--- src/rtl/qeciphy_pchannel_responder.sv ---
// Device-side P-channel responder: answers PREQ/PSTATE with PACCEPT, sequences the link
// through link_en, drives PACTIVE as a wake hint and records sticky timeout/protocol errors.
module qeciphy_pchannel_responder #(
    parameter int TIMEOUT_CYCLES = 1024,
    parameter int CNT_W          = 16
) (
    input  logic ACLK,
    input  logic ARSTn,
    input  logic PREQ,
    input  logic PSTATE,
    output logic PACCEPT,
    output logic PACTIVE,
    output logic link_en,
    input  logic link_up,
    input  logic tx_idle,
    input  logic wake_req,
    output logic cur_state,
    output logic timeout_err,
    output logic proto_err
);

    typedef enum logic [2:0] {
        ST_OFF,
        ST_ON_UP,
        ST_ON,
        ST_DRAIN,
        ST_DOWN,
        ST_ACCEPT
    } state_t;

    localparam logic [CNT_W-1:0] CNT_LAST = CNT_W'(TIMEOUT_CYCLES - 1);

    state_t           state_q, state_d;
    logic [CNT_W-1:0] cnt_q, cnt_d;
    logic             preq_q;
    logic             rise_q, rise_d;
    logic             tgt_q, tgt_d;
    logic             paccept_q, paccept_d;
    logic             link_en_q, link_en_d;
    logic             cur_state_q, cur_state_d;
    logic             timeout_err_q, timeout_err_d;
    logic             proto_err_q, proto_err_d;
    logic             pactive_q;
    logic             idle_st;
    logic             in_transition;
    logic             cnt_done;

    assign idle_st       = (state_q == ST_OFF) || (state_q == ST_ON);
    assign in_transition = (state_q == ST_ON_UP) || (state_q == ST_DRAIN) || (state_q == ST_DOWN);
    assign cnt_done      = (cnt_q >= CNT_LAST);

    // A PREQ rise is only meaningful from a stable state; rises during a
    // transition or while accepting are ignored and never disturb the target.
    assign rise_d = PREQ & ~preq_q & idle_st;
    assign tgt_d  = rise_d ? PSTATE : tgt_q;

    always_comb begin
        state_d       = state_q;
        cnt_d         = cnt_q;
        timeout_err_d = timeout_err_q;
        proto_err_d   = proto_err_q;
        unique case (state_q)
            ST_OFF: begin
                cnt_d = '0;
                if (rise_q) state_d = tgt_q ? ST_ON_UP : ST_ACCEPT;
            end
            ST_ON: begin
                cnt_d = '0;
                if (rise_q) state_d = tgt_q ? ST_ACCEPT : ST_DRAIN;
            end
            ST_ON_UP: begin
                if (link_up) begin
                    state_d = ST_ACCEPT;
                end else if (cnt_done) begin
                    state_d       = ST_ACCEPT;
                    timeout_err_d = 1'b1;
                end
            end
            ST_DRAIN: begin
                // Timeout wins here: moving to DOWN would not complete the request.
                if (cnt_done) begin
                    state_d       = ST_ACCEPT;
                    timeout_err_d = 1'b1;
                end else if (tx_idle) begin
                    state_d = ST_DOWN;
                end
            end
            ST_DOWN: begin
                if (!link_up) begin
                    state_d = ST_ACCEPT;
                end else if (cnt_done) begin
                    state_d       = ST_ACCEPT;
                    timeout_err_d = 1'b1;
                end
            end
            ST_ACCEPT: begin
                cnt_d = '0;
                if (!PREQ) state_d = tgt_q ? ST_ON : ST_OFF;
            end
            default: begin
                state_d = ST_OFF;
                cnt_d   = '0;
            end
        endcase

        // The counter spans the whole transition (DRAIN into DOWN) and saturates.
        if (in_transition) begin
            if (!PREQ) proto_err_d = 1'b1;
            if (state_d == ST_ACCEPT)  cnt_d = '0;
            else if (cnt_q != '1)      cnt_d = cnt_q + CNT_W'(1);
        end

        paccept_d   = (state_d == ST_ACCEPT);
        link_en_d   = (state_d == ST_ON_UP) || (state_d == ST_ON) || (state_d == ST_DRAIN) ||
                      ((state_d == ST_ACCEPT) && tgt_q);
        cur_state_d = (state_d == ST_ACCEPT) ? tgt_q : cur_state_q;
    end

    always_ff @(posedge ACLK or negedge ARSTn) begin
        if (!ARSTn) begin
            state_q       <= ST_OFF;
            cnt_q         <= '0;
            preq_q        <= 1'b0;
            rise_q        <= 1'b0;
            tgt_q         <= 1'b0;
            paccept_q     <= 1'b0;
            link_en_q     <= 1'b0;
            cur_state_q   <= 1'b0;
            timeout_err_q <= 1'b0;
            proto_err_q   <= 1'b0;
            pactive_q     <= 1'b0;
        end else begin
            state_q       <= state_d;
            cnt_q         <= cnt_d;
            preq_q        <= PREQ;
            rise_q        <= rise_d;
            tgt_q         <= tgt_d;
            paccept_q     <= paccept_d;
            link_en_q     <= link_en_d;
            cur_state_q   <= cur_state_d;
            timeout_err_q <= timeout_err_d;
            proto_err_q   <= proto_err_d;
            pactive_q     <= wake_req | link_up;
        end
    end

    assign PACCEPT     = paccept_q;
    assign PACTIVE     = pactive_q;
    assign link_en     = link_en_q;
    assign cur_state   = cur_state_q;
    assign timeout_err = timeout_err_q;
    assign proto_err   = proto_err_q;

endmodule

--- config.mk ---
export PLATFORM = sky130hd
export DESIGN_NAME = qeciphy_pchannel_responder
export DESIGN_NICKNAME = d
export VERILOG_FILES = /design/src/rtl/qeciphy_pchannel_responder.sv
export SDC_FILE = /design/constraint.sdc
export NUM_CORES = 1
export LEC_CHECK = 0
export CAP_MARGIN = 20
export CORE_UTILIZATION = 40
export CTS_BUF_LIST = sky130_fd_sc_hd__clkbuf_4
export DETAILED_ROUTE_END_ITERATION = 6
export PLACE_DENSITY = 0.72
export SLEW_MARGIN = 25
export SYNTH_ARGS = -nofsm -noshare
export SYNTH_HDL_FRONTEND = slang
export SYNTH_SLANG_ARGS = --single-unit
--- constraint.sdc ---
create_clock -name ACLK -period 2 [get_ports ACLK]
set_input_delay 0.6 -clock ACLK [delete_from_list [all_inputs] [get_ports ACLK]]
set_output_delay 0.6 -clock ACLK [all_outputs]
set_load 0.05 [all_outputs]
==> results.py, run 1 <==
metrics = {
    "outcome": {
        "status": "finished, final reports clean",
    },
    "grt": {
        "grt_usage": 0.176,
        "grt_max_degree": 29,
        "use_met2": 0.295,
        "antenna_found_initial": 0,
        "grt.overflow.total": 0,
        "met3_usage": 0.0195,
        "grt_use_met1": 0.238,
        "grt_pass1_vias": 1045,
        "grt_pass1_wl_mm": 4.67,
        "busiest_layer": "met2",
    },
    "floorplanning": {
        "die_w_um": 59.7,
        "core_area_um2": 3100,
        "initial_core_util": 0.429,
        "dieArea_um2": 3570,
        "die_h_um": 59.7,
        "num_io_pins": 13,
        "rows": 20,
    },
    "placed_design": {
        "pre_cts_ws_ps": -457,
        "hpwl_mm": 2.06,
        "gp_congestion": 0.881,
        "port_buffers": 12,
    },
    "setup_path": {
        "cp.arrival_ps": 2190,
        "path_class": "reg -> reg",
        "cp-end-kind": "register",
        "critPathLaunchType": "register",
        "worstRegToRegCells": 6,
        "cp.required_ps": 2240,
        "path_max_fanout": 3,
    },
    "synth": {
        "synth_area_um2": 1330,
        "async_flop_share": 1.00,
        "yosys-top-cells-area": "dfrtp_1 53%, nor2_1 3.9%, nor3_1 3.4%",
        "synth_top_area_cell": "dfrtp_1",
        "ys.flop_type": "dfrtp_1",
        "synth_edf_count": 0,
        "yosysWarningCount": 0,
        "synth_top_cell_area_share": 0.526,
        "ys_ff_latch": 28,
        "ys_seq_area_frac": 0.526,
        "ys_types": 42,
        "synthCells": 130,
        "syn_avg_cell_area_um2": 10.3,
    },
    "finish": {
        "final_nets": 176,
        "final_cell_mix": "27 x dfrtp_1, 27 x buf_4, 14 x nor2_1",
        "top_register": "cnt_q",
        "reg_top3": "cnt_q (16), state_q (3)",
        "drive_above_1_share": 0.275,
        "n_antenna_cell": 0,
        "syn2layout_area_growth_pct": 30.5,
        "largest_register_ff_count": 16,
    },
    "timing": {
        "setup_violations": 0,
        "fmax_ghz": 0.512,
        "tns_ps": 0,
        "hold-worst-slack_ps": 435,
        "worst_pin_slew_ps": 511,
        "slew_viol_final": 0,
        "min_period_over_period": 0.977,
        "rsz0062_at_grt": "yes",
        "relSlewSlack": 0.651,
        "finalWorstSetupSlack_ps": 46.2,
        "hold_violations": 0,
        "finClkSkew_ps": 5.45,
        "fin_crit_ps": 1950,
    },
    "routing": {
        "post_drt_wl_per_cell_um": 13.0,
        "vias_per_cell": 5.15,
        "final_antenna_net_count": 0,
        "firstDrtPassIters": 4,
        "drt_iter0_drc": 48,
        "vias": 1087,
        "routed_wirelength_mm": 2.74,
        "drc_errors": 0,
    },
    "cts": {
        "cts_root_buf": "clkbuf_4",
        "clkSlewWorstSetupHoldPaths_ps": 150,
        "clkLatencyLatePin_ps": 320,
        "clock-sinks": 28,
        "ctsHtreeMaxLevel": 1,
        "cts_tree": "yes",
        "clk_path_buf_depth": 2,
        "numCtsBuffers": 3,
        "cts_hold_buffers": 0,
    },
    "power": {
        "pwr-share-clk": 0.168,
        "switchingPower_mw": 0.819,
        "power_mw": 2.16,
        "p_per_area_nw_per_um2": 1240,
        "ir_drop_v": 0.000427,
        "p_sw_frac": 0.379,
        "p_leak_nw": 0.720,
        "share_comb_of_total_power": 0.492,
        "seqPwrFrac": 0.341,
        "intPower_mw": 1.34,
    },
    "hold_path": {
        "holdCritPathClass": "reg -> reg",
        "hold_depth": 1,
    },
    "run": {
        "cap_violations": 0,
    },
}
## path summary, 6_finish.rpt
kind	start	end	slack [ps]
worst max register to register	cnt_q[0]	cnt_q[1]	50
max in group asynchronous	ARSTn	state_q[2]	1090
worst min-delay path	preq_q	rise_q	430
worst min register to register	preq_q	rise_q	430
min in group asynchronous	ARSTn	cnt_q[7]	630
worst max-delay path	cnt_q[0]	cnt_q[1]	50
## metrics by stage
stage	cells	instance area, µm²	utilization
3_3_place_gp	205	1640	0.529
5_1_grt	211	1740	0.560
2_1_floorplan	135	1360	-
6_report	211	1740	0.560
4_1_cts	209	1710	0.550
3_5_place_dp	205	1640	0.529
## power groups by stage
stage / clock network [mW] / logic [mW] / registers [mW]
after floorplan: 0 / 0.525 / 0.825
final: 0.362 / 1.06 / 0.737
after CTS: 0.373 / 1.03 / 0.734
after global placement: 0 / 0.980 / 0.739
after detailed placement: 0 / 1.01 / 0.745
after global routing: 0.402 / 1.15 / 0.751
## cells in the mapped netlist (2+ instances only)
master / count
a2111oi_0: 2
dfrtp_1: 28
a21oi_1: 6
nand3b_1: 2
nor2b_1: 2
nor4_1: 3
nor2_1: 14
nand2b_1: 4
nand4b_1: 2
nor3_1: 9
o21ai_0: 4
xnor2_1: 3
nand3_1: 3
clkbuf_1: 4
mux2i_1: 3
inv_1: 5
nand2_1: 10
o21bai_1: 2
## layer usage
metal | vias to the layer above | wire length (µm)
met4 | 0 | 34
met5 | - | 0
met1 | 528 | 1240
met2 | 24 | 1380
met3 | 2 | 85
li1 | 533 | -
## critical path: stages (launching register included)
cell and delay (ps):
dfrtp_1 380, ha_2 180, nand2_2 70, or3_4 380, or4_4 540, mux2i_1 140, nor3_1 180
## layout make-up
class	count	area (µm²)
Clock inverter	1	30.0
Clock buffer	3	22.5
Sequential cell	28	702
Multi-Input combinational cell	97	648
Fill cell	269	1360
Inverter	5	18.8
Tap cell	44	55.1
Timing Repair Buffer	33	263
## repair_timing
| item | CTS | global route |
|---|---|---|
| setup endpoints to repair | 3 | 10 |
| buffers inserted | 0 | 2 |
| resized for setup | 3 | 5 |
| pin swaps | 0 | 6 |
## logic make-up after synthesis
family	Yosys count	synth area share
compound gates	25	0.146
xor+xnor	4	0.0263
fa+ha+maj	1	0.00939
buf+inv	10	0.0291
flops	28	0.526
mux	4	0.0310
other cells	1	0.00281
simple gates	57	0.230
(Power assumes the default switching activity.)
==> inputs of run 2 (changes only) <==
CORE_MARGIN = 2   (was not set)
PLACE_DENSITY = 0.69   (was 0.72)
clock period = 2.4 ns   (was 2 ns; I/O delays follow)
==> run 2 against run 1 <==
Compared with the run above: hold slack gained 9.1 ps; via count down 6.4%; cell area is 6.8% lower; sequential share of layout area up 2.9 points; power shrank 26%; sequential cell count is the same; first-iteration DRC count increased by 21%; cell count down 5.2%; non-clock buffer count is 11 lower; critical path type is now reg -> out; critical endpoint is now cur_state; highest routed layer unchanged.
==> results.py, run 2 (synthesis results as in run 1) <==
metrics = {
    "cts": {
        "clkLatencyLatePin_ps": 310,
        "clkSlewWorstSetupHoldPaths_ps": 140,
        "cts_tree": "yes",
        "post-cts-setup-buffer-count": 0,
        "ctsResizeCount": 0,
        "cts_hold_buffers": 0,
        "numCtsBuffers": 3,
        "clk_path_buf_depth": 2,
        "clock-sinks": 28,
        "ctsHtreeMaxLevel": 1,
        "cts_root_buf": "clkbuf_4",
    },
    "setup_path": {
        "worstRegToRegCells": 8,
        "cpMaxStageDelayCell": "clkdlybuf4s50_1",
        "cp-end-kind": "primary output",
        "r2r-end": "cnt_q[3]",
        "max_stage_delay_ps": 810,
        "r2r_start": "cnt_q[0]",
        "r2r_slack_ps": 200,
        "cp.arrival_ps": 1510,
        "path_max_fanout": 2,
        "cp.required_ps": 1680,
        "path_delay_family": "buffers and inverters",
        "path_cells": "clkdlybuf4s50_1",
        "path_buf_inv": 1,
        "crit_cells": 1,
        "path_class": "reg -> out",
        "critPathLaunchType": "register",
    },
    "floorplanning": {
        "initial_core_util": 0.429,
        "num_io_pins": 13,
        "die_w_um": 61.7,
        "dieArea_um2": 3810,
        "core_area_um2": 3100,
        "die_h_um": 61.7,
        "rows": 20,
    },
    "timing": {
        "slew_viol_final": 0,
        "rsz0062_at_grt": "no",
        "worst_pin_slew_ps": 547,
        "finClkSkew_ps": 6.03,
        "hold-worst-slack_ps": 444,
        "fmax_ghz": 0.448,
        "min_period_over_period": 0.930,
        "tns_ps": 0,
        "hold_violations": 0,
        "fin_crit_ps": 2230,
        "setup_violations": 0,
        "relSlewSlack": 0.626,
    },
    "hold_path": {
        "min_from": "preq_q",
        "holdCritPathClass": "reg -> reg",
        "hold_depth": 1,
        "hold-path-endpoint": "rise_q",
    },
    "finish": {
        "syn2layout_area_growth_pct": 21.6,
        "n_antenna_cell": 0,
        "final_cell_mix": "28 x dfrtp_1, 14 x nor2_1, 12 x clkdlybuf4s50_1",
        "reg_top3": "cnt_q (16), state_q (3)",
        "largest_register_ff_count": 16,
        "final_cell_count_no_fill": 200,
        "final_nets": 165,
        "fin_util": 0.522,
        "drive_above_1_share": 0.128,
        "final_common_cell": "dfrtp_1",
        "top_register": "cnt_q",
    },
    "routing": {
        "drt_iter0_drc": 58,
        "drc_errors": 0,
        "firstDrtPassIters": 4,
        "final_antenna_net_count": 0,
        "post_drt_wl_per_cell_um": 12.4,
        "routed_wirelength_mm": 2.48,
        "vias": 1017,
        "vias_per_cell": 5.09,
    },
    "placed_design": {
        "place_inst": 196,
        "port_buffers": 12,
        "hpwl_mm": 1.90,
        "gp_congestion": 0.922,
    },
    "power": {
        "ir_drop_v": 0.000323,
        "p_per_area_nw_per_um2": 991,
        "p_leak_nw": 0.651,
    },
    "grt": {
        "grt.overflow.total": 0,
        "grt_pass1_wl_mm": 4.08,
        "grt_max_degree": 29,
        "antenna_found_initial": 0,
        "grt_pass1_vias": 967,
        "grt_usage": 0.146,
    },
    "run": {
        "cap_violations": 0,
    },
    "outcome": {
        "status": "finished, final reports clean",
    },
}
[run 2: worst max path at each step]
stage	startpoint	endpoint	slack, ps
floorplan	cnt_q[0]	cnt_q[2]	360
global placement	link_up	cnt_q[4]	50
detailed placement	link_up	cnt_q[4]	-130
CTS	cur_state	cur_state	150
global route	cnt_q[0]	cnt_q[3]	40
finish	cur_state	cur_state	170
[run 2: power breakdown]
group | internal [mW] | switching (mW)
clock | 0.0608 | 0.126
sequential | 0.551 | 0.0736
combinational | 0.370 | 0.425
total | 0.982 | 0.624
[run 2: metrics by stage]
stage                     setup WS (ps)  power (mW)  instance area [µm²]
after global placement             45.8        1.42                 1590
after detailed placement           -132        1.43                 1590
after global routing               40.8        1.72                 1620
after CTS                           148        1.63                 1620
final                               169        1.61                 1620
after floorplan                     357        1.11                 1350
[run 2: final cells by class]
class,instances,area [µm²]
repair buffers,22,208
multi-input cells,97,612
clock inverters,1,3.75
inverters,5,18.8
clock buffers,3,22.5
well taps,44,55.1
fillers,299,1480
flip-flops and latches,28,701
[run 2: worst register-to-register path, delay by kind of cell, from the launching register on]
kind	cells	cell delay, ps
adders and majority gates	1	200
AOI/OAI and AO/OA	2	610
buffers and inverters	2	300
DFF	1	420
and+or+nand+nor	3	560
[run 2: per-layer routing]
layer,vias to the layer above,global-route usage,wire [µm]
li1,517,-,-
met1,472,0.188,1130
met2,26,0.250,1250
met3,2,0.0186,77
met4,0,0.0608,27
met5,-,0,0
==> inputs of run 3 (changes only) <==
CORE_MARGIN = not set   (was 2)
CORE_UTILIZATION = 45   (was 40)
PLACE_DENSITY = 0.75   (was 0.69)
==> run 3 against run 2 <==
Compared with the run above: hold slack got worse by 4.5 ps; global-route usage up 3.8 points; utilization up 5.9 points; via count up 3.8%.
==> results.py, run 3 (synthesis results as in run 1) <==
metrics = {
    "timing": {
        "slew_viol_final": 0,
        "rsz0062_at_grt": "no",
        "fmax_ghz": 0.446,
        "hold_violations": 0,
        "tns_ps": 0,
        "worst_pin_slew_ps": 513,
        "setup_violations": 0,
        "finClkSkew_ps": 2.27,
        "min_period_over_period": 0.935,
        "fin_crit_ps": 2240,
        "relSlewSlack": 0.649,
        "hold-worst-slack_ps": 440,
    },
    "finish": {
        "syn2layout_area_growth_pct": 21.2,
        "final_cell_mix": "28 x dfrtp_1, 14 x nor2_1, 12 x clkdlybuf4s50_1",
        "fin_util": 0.581,
        "n_antenna_cell": 0,
        "final_nets": 163,
        "num-fill-cells": 231,
        "regArea_um2": 701,
        "largest_register_ff_count": 16,
        "fin_area_um2": 1620,
        "drive_above_1_share": 0.123,
        "top_register": "cnt_q",
        "reg_top3": "cnt_q (16), state_q (3)",
        "final_common_cell": "dfrtp_1",
        "multiInputGateArea_um2": 612,
    },
    "floorplanning": {
        "die_w_um": 56.4,
        "num_io_pins": 13,
        "rows": 19,
        "core_area_um2": 2780,
        "initial_core_util": 0.479,
        "die_h_um": 56.4,
        "dieArea_um2": 3180,
    },
    "placed_design": {
        "hpwl_mm": 1.87,
        "dpl_cell_area_um2": 1560,
        "gp_congestion": 0.875,
        "port_buffers": 12,
    },
    "cts": {
        "clkSlewWorstSetupHoldPaths_ps": 150,
        "clk_path_buf_depth": 2,
        "clock-sinks": 28,
        "cts_tree": "yes",
        "ctsHtreeMaxLevel": 1,
        "ctsResizeCount": 0,
        "cts_hold_buffers": 0,
        "clkLatencyLatePin_ps": 320,
        "numCtsBuffers": 3,
        "cts_root_buf": "clkbuf_4",
        "post-cts-setup-buffer-count": 0,
    },
    "grt": {
        "antenna_found_initial": 0,
        "grt_max_degree": 29,
        "grt_pass1_vias": 1080,
        "grt.overflow.total": 0,
        "grt_pass1_wl_mm": 4.67,
        "grt_usage": 0.184,
    },
    "routing": {
        "drc_errors": 0,
        "drt_iter0_drc": 32,
        "routed_wirelength_mm": 2.50,
        "firstDrtPassIters": 4,
        "post_drt_wl_per_cell_um": 13.5,
        "final_antenna_net_count": 0,
        "vias": 1056,
        "vias_per_cell": 5.71,
    },
    "setup_path": {
        "path_buf_inv": 1,
        "path_cells": "clkdlybuf4s50_1",
        "cp.arrival_ps": 1520,
        "critPathLaunchType": "register",
        "cp-end-kind": "primary output",
        "path_max_fanout": 2,
        "max_stage_delay_ps": 820,
        "path_class": "reg -> out",
        "cp.required_ps": 1680,
        "cpMaxStageDelayCell": "clkdlybuf4s50_1",
        "path_delay_family": "buffers and inverters",
    },
    "run": {
        "cap_violations": 0,
    },
    "power": {
        "p_per_area_nw_per_um2": 1050,
        "ir_drop_v": 0.000854,
        "p_leak_nw": 0.654,
    },
    "hold_path": {
        "holdCritPathClass": "reg -> reg",
    },
    "outcome": {
        "status": "finished, final reports clean",
    },
}
==> run 3: metrics by stage <==
step	worst slack, ps	power, mW	std cells
detailed placement	-43.5	1.40	181
global placement	26.1	1.37	181
floorplan	357	1.11	135
finish	156	1.70	185
global route	20.8	1.81	185
CTS	141	1.70	185
==> run 3: layout make-up <==
class	count	area share
Clock buffer	3	0.0139
Clock inverter	1	0.0186
Inverter	5	0.0116
Multi-Input combinational cell	97	0.379
Sequential cell	28	0.434
Tap cell	31	0.0240
Timing Repair Buffer	20	0.119
==> run 3: power by group <==
| part | total (mW) | internal (mW) | switching (mW) | leakage, nW |
|---|---|---|---|---|
| Clock | 0.307 | 0.169 | 0.138 | 0.0279 |
| Sequential | 0.626 | 0.551 | 0.0757 | 0.344 |
| Combinational | 0.767 | 0.333 | 0.434 | 0.281 |
==> run 3: final timing paths <==
kind / from / endpoint / slack, ps / cells past startpoint
max: proto_err / proto_err / 160 / 1
min: preq_q / rise_q / 440 / 1
max reg2reg: cnt_q[0] / cnt_q[6] / 230 / 8
min reg2reg: preq_q / rise_q / 440 / 1
max in group asynchronous: ARSTn / cnt_q[6] / 1390 / 2
min in group asynchronous: ARSTn / cnt_q[5] / 740 / 2
==> run 3: per-layer routing <==
| metal | GRT usage | routed length [µm] | vias up |
|---|---|---|---|
| li1 | - | - | 510 |
| met1 | 0.241 | 1170 | 517 |
| met2 | 0.316 | 1210 | 27 |
| met3 | 0.0346 | 102 | 2 |
| met4 | 0.0453 | 16 | 0 |
| met5 | 0 | 0 | - |
